### config.mk
export PLATFORM = sky130hd
export DESIGN_NAME = mrisc_control_fsm
export DESIGN_NICKNAME = d
export VERILOG_FILES = /design/src/rtl/mrisc_control_fsm.sv
export SDC_FILE = /design/constraint.sdc
export NUM_CORES = 1
export LEC_CHECK = 0
export ABC_AREA = 1
export BUFFER_PORTS_ARGS = -buffer_cell sky130_fd_sc_hd__buf_2
export CELL_PAD_IN_SITES_DETAIL_PLACEMENT = 0
export CELL_PAD_IN_SITES_GLOBAL_PLACEMENT = 1
export CORE_MARGIN = 3
export CORE_UTILIZATION = 43
export CTS_BUF_LIST = sky130_fd_sc_hd__clkbuf_8
export DETAILED_ROUTE_END_ITERATION = 6
export GPL_ROUTABILITY_DRIVEN = 0
export GPL_TIMING_DRIVEN = 0
export PLACE_DENSITY_LB_ADDON = 0.1
export SYNTH_ARGS = -nofsm -noshare
export SYNTH_HDL_FRONTEND = slang
export SYNTH_SLANG_ARGS = --single-unit
### constraint.sdc
create_clock -name clk -period 3.68 [get_ports clk]
set_clock_uncertainty 0.15 [all_clocks]
set_input_delay 0.184 -clock clk [delete_from_list [all_inputs] [get_ports clk]]
set_output_delay 0.184 -clock clk [all_outputs]
set_load 0.01 [all_outputs]
### src/rtl/mrisc_control_fsm.sv
// Multi-cycle control unit for the KGP mini-RISC datapath: FETCH/DECODE/EXEC/[MEM]/WB
// sequencing, instruction decode, memory timeout and retired-instruction counting.
module mrisc_control_fsm #(
  parameter int MEM_TIMEOUT = 15
) (
  input  logic        clk,
  input  logic        rst,
  input  logic        start,
  input  logic [5:0]  opcode_in,
  input  logic [5:0]  func_in,
  input  logic        dmem_ready,
  output logic        ir_load,
  output logic        pc_write,
  output logic [1:0]  reg_write,
  output logic        imm_mux_ctrl,
  output logic        alu_mux_ctrl,
  output logic [3:0]  alu_op,
  output logic        dmem_enable,
  output logic        dmem_write_enable,
  output logic [1:0]  reg_write_mux_ctrl,
  output logic [4:0]  br_op,
  output logic        busy,
  output logic        halted,
  output logic        instr_done,
  output logic [31:0] instr_count
);

  typedef enum logic [2:0] {
    S_IDLE, S_FETCH, S_DECODE, S_EXEC, S_MEM, S_WB, S_HALT
  } state_t;

  typedef struct packed {
    logic       mem;
    logic       store;
    logic [1:0] rw;
    logic       imm;
    logic       amux;
    logic [3:0] aop;
    logic [1:0] wmux;
    logic [4:0] br;
  } dec_t;

  localparam logic [7:0] TMO_LAST = 8'(MEM_TIMEOUT - 1);

  // Halt (opcode 6) is reported as not executable, same path as illegal encodings.
  function automatic logic can_exec(input logic [5:0] op, input logic [5:0] fn);
    case (op)
      6'd0:                   can_exec = (fn <= 6'd10);
      6'd1, 6'd2, 6'd3, 6'd4: can_exec = 1'b1;
      6'd5:                   can_exec = (fn >= 6'd1) && (fn <= 6'd8);
      default:                can_exec = 1'b0;
    endcase
  endfunction

  function automatic dec_t decode(input logic [5:0] op, input logic [5:0] fn);
    dec_t d;
    d = '0;
    case (op)
      6'd0: begin d.aop = fn[3:0]; d.rw = 2'b01; d.wmux = 2'b10; end
      6'd1: begin d.amux = 1'b1; d.rw = 2'b01; d.wmux = 2'b10; end
      6'd2: begin d.aop = 4'd1; d.amux = 1'b1; d.rw = 2'b01; d.wmux = 2'b10; end
      6'd3: begin d.mem = 1'b1; d.amux = 1'b1; d.rw = 2'b01; d.wmux = 2'b01; end
      6'd4: begin d.mem = 1'b1; d.store = 1'b1; d.amux = 1'b1; end
      6'd5: begin
        d.br  = fn[4:0];
        d.imm = 1'b1;
        if (fn == 6'd6) d.rw = 2'b10;
      end
      default: d = '0;
    endcase
    return d;
  endfunction

  state_t      state, state_nx;
  logic [5:0]  op_q, fn_q;
  logic [7:0]  tmo_cnt;
  dec_t        dq;
  logic        ctl_on;

  assign dq = decode(op_q, fn_q);

  always_ff @(posedge clk or posedge rst) begin
    if (rst) begin
      state       <= S_IDLE;
      op_q        <= '0;
      fn_q        <= '0;
      tmo_cnt     <= '0;
      instr_count <= '0;
    end else begin
      state <= state_nx;
      if (state == S_DECODE) begin
        op_q <= opcode_in;
        fn_q <= func_in;
      end
      if (state == S_EXEC)     tmo_cnt <= '0;
      else if (state == S_MEM) tmo_cnt <= tmo_cnt + 8'd1;
      if (state == S_WB) instr_count <= instr_count + 32'd1;
    end
  end

  always_comb begin
    state_nx = state;
    case (state)
      S_IDLE:   if (start) state_nx = S_FETCH;
      S_FETCH:  state_nx = S_DECODE;
      S_DECODE: state_nx = can_exec(opcode_in, func_in) ? S_EXEC : S_HALT;
      S_EXEC:   state_nx = dq.mem ? S_MEM : S_WB;
      // ready in the expiring cycle still completes the access
      S_MEM: begin
        if (dmem_ready)               state_nx = S_WB;
        else if (tmo_cnt >= TMO_LAST) state_nx = S_HALT;
      end
      S_WB:     state_nx = start ? S_FETCH : S_IDLE;
      S_HALT:   state_nx = S_HALT;
      default:  state_nx = S_IDLE;
    endcase
  end

  // Datapath controls are derived from the latched fields, so they stay stable EXEC..WB.
  always_comb begin
    ctl_on             = (state == S_EXEC) || (state == S_MEM) || (state == S_WB);
    ir_load            = (state == S_FETCH);
    pc_write           = (state == S_WB);
    instr_done         = (state == S_WB);
    reg_write          = (state == S_WB) ? dq.rw : 2'b00;
    dmem_enable        = (state == S_MEM);
    dmem_write_enable  = (state == S_MEM) && dq.store;
    alu_op             = ctl_on ? dq.aop  : 4'd0;
    alu_mux_ctrl       = ctl_on ? dq.amux : 1'b0;
    imm_mux_ctrl       = ctl_on ? dq.imm  : 1'b0;
    reg_write_mux_ctrl = ctl_on ? dq.wmux : 2'b00;
    br_op              = ctl_on ? dq.br   : 5'd0;
    busy               = (state != S_IDLE) && (state != S_HALT);
    halted             = (state == S_HALT);
  end

endmodule

======== Yosys cells after proc, flatten, opt, wreduce, memory -nomap -nowiden ========
Index checks and enable logic that the tools add are counted.
operators by class
  add/subtract/negate cells ............... 2
  magnitude comparators ................... 4
  equal/unequal tests ..................... 20
  muxes and demuxes ....................... 26
  reductions and logical operators ........ 16
operators by type and width
  cell                                                                                  number
  32-bit by 1-bit adder with 32-bit output (second input constant)                      1
  6-bit by 3-bit equality test with 1-bit output (second input constant)                5
  6-bit by 2-bit equality test with 1-bit output (second input constant)                4
  3-bit one-hot mux with 7 select lines                                                 1
  8-bit two-way mux                                                                     2
  6-bit by 1-bit equality test with 1-bit output (second input constant)                2
  6-bit by 4-bit <= comparator with 1-bit output (second input constant)                2
  6-bit zero test                                                                       2
  3-bit two-way mux                                                                     4
  4-bit OR reduction                                                                    3
  5-bit two-way mux                                                                     2
  3-bit equality test (second input constant)                                           3
  1-bit two-way mux                                                                     9
  8-bit by 1-bit adder with 8-bit output (second input constant)                        1
  8-bit by 4-bit greater-or-equal comparator with 1-bit output (second input constant)  1
  2-bit one-hot mux with 2 select lines                                                 2
  4-bit one-hot mux with 2 select lines                                                 1
  3-bit by 2-bit equality test with 1-bit output (second input constant)                2
  6-bit by 1-bit greater-or-equal comparator with 1-bit output (second input constant)  1
  2-bit two-way mux                                                                     3
  4-bit two-way mux                                                                     1
  3-bit by 1-bit equality test with 1-bit output (second input constant)                1
  1-bit logical AND                                                                     3
  3-bit zero test                                                                       1
  other kinds (10)                                                                      11
word-level totals
  flip-flop bits (word level) ............. 55
  output and inout bits ................... 54
  word-level logic and storage cells ...... 73

======== Depth between registers and ports, before layout ========
  depth in word-level cells ............... 6
  mapped depth ............................ 10

======== Worst setup path before layout ========
Ideal clock, no wire load.
  path type ............................... flip-flop to output port
  from .................................... register state[1]
  to ...................................... output port alu_op[0]
  arrival time ............................ 1355 ps
  data required time ...................... 3346 ps
  setup slack ............................. 1991 ps
  stages on the path, launching flop included .. 8
  path buffers ............................ 0
  path through ............................ dfrtp_1 > nor2_1 > nand2_2 > nand2_2 > inv_1 > nand2_2 > nand2_1 > a211oi_1
on the way
  longest elaborated chain between the ends .. 4
  elaborated cells between the ends (all ways) .. 6
  classes of those cells .................. eq/ne (3); mux (1); reduce/logical (2)
RTL lines
  what                                                                                          line  text
  start: declaration                                                                            74    state_t state, state_nx;
  start signal: assignment                                                                      90    state <= state_nx;
  3-bit by 2-bit equality test with 1-bit output / 3-bit equality test (equally long branches)  121   ctl_on = (state == S_EXEC) || (state == S_MEM) || (state == S_WB);
  1-bit logical OR                                                                              121
  1-bit logical OR (*)                                                                          121
  4-bit two-way mux (*)                                                                         128   alu_op = ctl_on ? dq.aop : 4'd0;
  end: declaration                                                                              17    output logic [3:0] alu_op,
Every way passes the cells marked *; elsewhere a longest branch is shown, timed or not.

======== Worst setup path in the final report ========
Same ends and word-level chain as after synthesis.

==> reports/metrics.cfg <==
[status]
outcome = finished clean

[cells_and_area]
drive_above_1_share = 0.179
nFillCells = 746
num_antenna_cells = 0
fin_nets = 582
area_growth_pct = 22.1
post-route-util = 0.546
instances_no_fill = 663

[floorplan]
io_pins = 70
dieArea_um2 = 8700
fp.dieW_um = 93.3
die_y_um = 93.3
core.rowCount = 31
fp.coreArea_um2 = 7330
start_util = 0.447

[sta]
rsz0062_at_grt = false
slew_headroom = 0.501
max_freq_ghz = 0.429
finalCriticalPeriod_ns = 2.33
finalHoldViolations = 0
setup_violations = 0
tns_ns = 0
final.period_utilization = 0.634
drv_slew = 0
worst_slew_pin_slew_ns = 0.748

[power_and_ir_drop]
power.total_mw = 1.80
ir_worst_vdd_uv = 303
p_per_area_nw_per_um2 = 450
p_leak_nw = 2.05

[yosys]
synth_seq_area_share = 0.420
ys_ff_latch = 55
synth_compound_area_frac = 0.0588
synth_nets = 492
muxShareOfSynthArea = 0
yosysUniqueCellTypes = 31
synthCells = 473
synthesis.area_um2 = 3280
synth_xor_area_frac = 0.0481
yosys.area_share.simple = 0.375
syn_area_per_cell_um2 = 6.93
synth_top_family_by_area = simple AND/OR/NAND/NOR gates
yosys.area_share.adder = 0.0115
yosysWarnings = 0

[critical_path]
required_ns = 3.35
critPathArrivalTime_ns = 2.00
regToRegSetupSlack_ns = 1.82
r2r_start = instr_count[1]
crit_path_max_fanout = 7
r2r.worst_path.cells = 10
path_common_cell = nand2_2
criticalPathCategory = reg -> out
worstSetupStartpointType = flip-flop
max_stage_delay_ns = 0.43
rr_endpoint = instr_count[20]
critPathTopFamily = simple AND/OR/NAND/NOR gates
cp_num_buf_inv = 2
slowest_stage = dfrtp_1
end_kind = output port
crit_chain = nor2_1 -> nand2_2 -> nand2_2 -> inv_1 -> nand2_2 -> nand2_1 -> a211oi_1 -> buf_2

[drt]
drt_wl_total_mm = 8.23
via_per_inst = 4.85
drc = 0
antenna_left = 0
initialDrtViolationCount = 127
drtPass1Iterations = 4
wl_per_cell_um = 12.4
vias = 3218

[placed_design]
port_buffers = 69
dp_cells = 642
dp_hpwl_mm = 6.44

[global_route]
groute.usage.overall = 0.195
antenna_found_initial = 0
grt_max_degree = 33
grt_pass1_vias = 3031
overflow = 0
grt_first_pass_wirelength_mm = 13.7

[run]
drv_cap = 0

[cts]
post_cts_resized = 0
cts_tree = built
cts-root-buf = clkbuf_8
cts.sinks = 55
htreeDepth = 2
cts_made_buffers = 5
clk_pin_slew_ns = 0.10
clockBufferDepth = 2
clock_latency_ns = 0.31

[min_path]
hold-path-cell-count = 3
hold_path_class = in -> reg
min_to = state[1]
hp-start = start

[per-layer routing]
metal,part of all wire,global-route usage
met5,0,0
met3,0.038,0.0338
met2,0.51,0.365
met4,0.0097,0.0403
met1,0.44,0.233
[registers in the layout (all words and copies together), names as in the netlist]
| signal | count |
|---|---|
| instr_count | 32 |
| tmo_cnt | 8 |
| fn_q | 6 |
| op_q | 6 |
| state | 3 |
[worst min-delay path, delay by kind of cell]
family	cells	cell delay [ns]
AOI/OAI and AO/OA	1	0.09
buffers and inverters	1	0.09
and+or+nand+nor	1	0.10
[cell usage after synthesis]
master    number  area (um^2)
inv_1         66          248
nor2_4         3         33.8
nand2_2        6         37.5
buf_2          1         5.00
a21boi_0       1         7.51
nor3_1         8         40.0
ha_1           3         37.5
a21oi_1        3         15.0
buf_4          2         15.0
nand3_2        2         20.0
o22ai_1        1         6.26
or2_1          1         6.26
a31oi_1        1         6.26
o21ai_1        1         5.00
nor4_1         2         12.5
xnor2_1        4         35.0
inv_2          1         3.75
nand3_1       26          130
clkinv_1       1         3.75
a211oi_1       1         7.51
or2_2          1         6.26
nand2_1      151          567
nand4_1        8         50.1
nand3b_1       3         22.5
o21ai_0       29          145
nor2_1        69          259
nor2_2         6         37.5
clkbuf_1       2         7.51
nor3b_1        1         7.51
dfrtp_1       55         1380
xor2_1        14          123
[area by class of cell]
| type | instances | area (um^2) | share of cell area |
|---|---|---|---|
| buffer | 5 | 27.5 | 0.00688 |
| clock buffer | 6 | 82.6 | 0.0206 |
| clock inverter | 2 | 16.3 | 0.00406 |
| inverter | 68 | 255 | 0.0638 |
| multi-input combinational | 345 | 1620 | 0.404 |
| tap | 99 | 124 | 0.0309 |
| sequential | 55 | 1380 | 0.344 |
| timing repair buffer | 83 | 503 | 0.126 |
[per-stage QoR]
step                      instance area, um^2  worst slack [ns]  hold WS, ns
after floorplan                          3280              1.99        0.155
after global placement                   3750              1.21        0.260
after detailed placement                 3770              1.69        0.215
after CTS                                4000              1.32       0.0293
after global routing                     4000              1.16       0.0630
final                                    4000              1.35       0.0376
[logic make-up (layout without fill, tap and decap cells)]
family	Yosys count	count (layout)
buffers and inverters	73	164
AO/OA/AOI/OAI	37	37
flip-flops	55	55
adder cells (fa/ha/maj)	3	3
AND/OR/NAND/NOR	287	287
XOR/XNOR	18	18
[power breakdown]
part | internal [mW] | switching (mW)
combinational | 0.210 | 0.418
clock | 0.154 | 0.207
sequential | 0.723 | 0.0893
total | 1.09 | 0.714
[repair_timing]
item,CTS,global route
hold buffers,13,0
endpoints found under the hold margin,43,0
setup buffers,0,0
[worst max path at each step]
stage	to	cells past startpoint	start	slack, ns
2_1_floorplan	alu_op[0]	7	state[1]	1.99
3_3_place_gp	op_q[1]	2	rst	1.21
3_5_place_dp	alu_op[0]	8	state[1]	1.69
4_1_cts	alu_op[0]	8	state[1]	1.32
5_1_grt	alu_op[0]	8	state[1]	1.16
6_report	alu_op[0]	8	state[1]	1.35
[cell usage in the layout (no fill, tap or decap), drive strengths merged, types with 4 or more instances in the layout]
cell           n
nor2          78
dfrtp         55
clkbuf         8
buf           73
xor2          14
nand2        157
nand3         28
inv           67
nand4          8
o21ai         30
dlygate4sd3   13
xnor2          4
nor3           8
No activity file was read; power rests on OpenSTA's default activity.
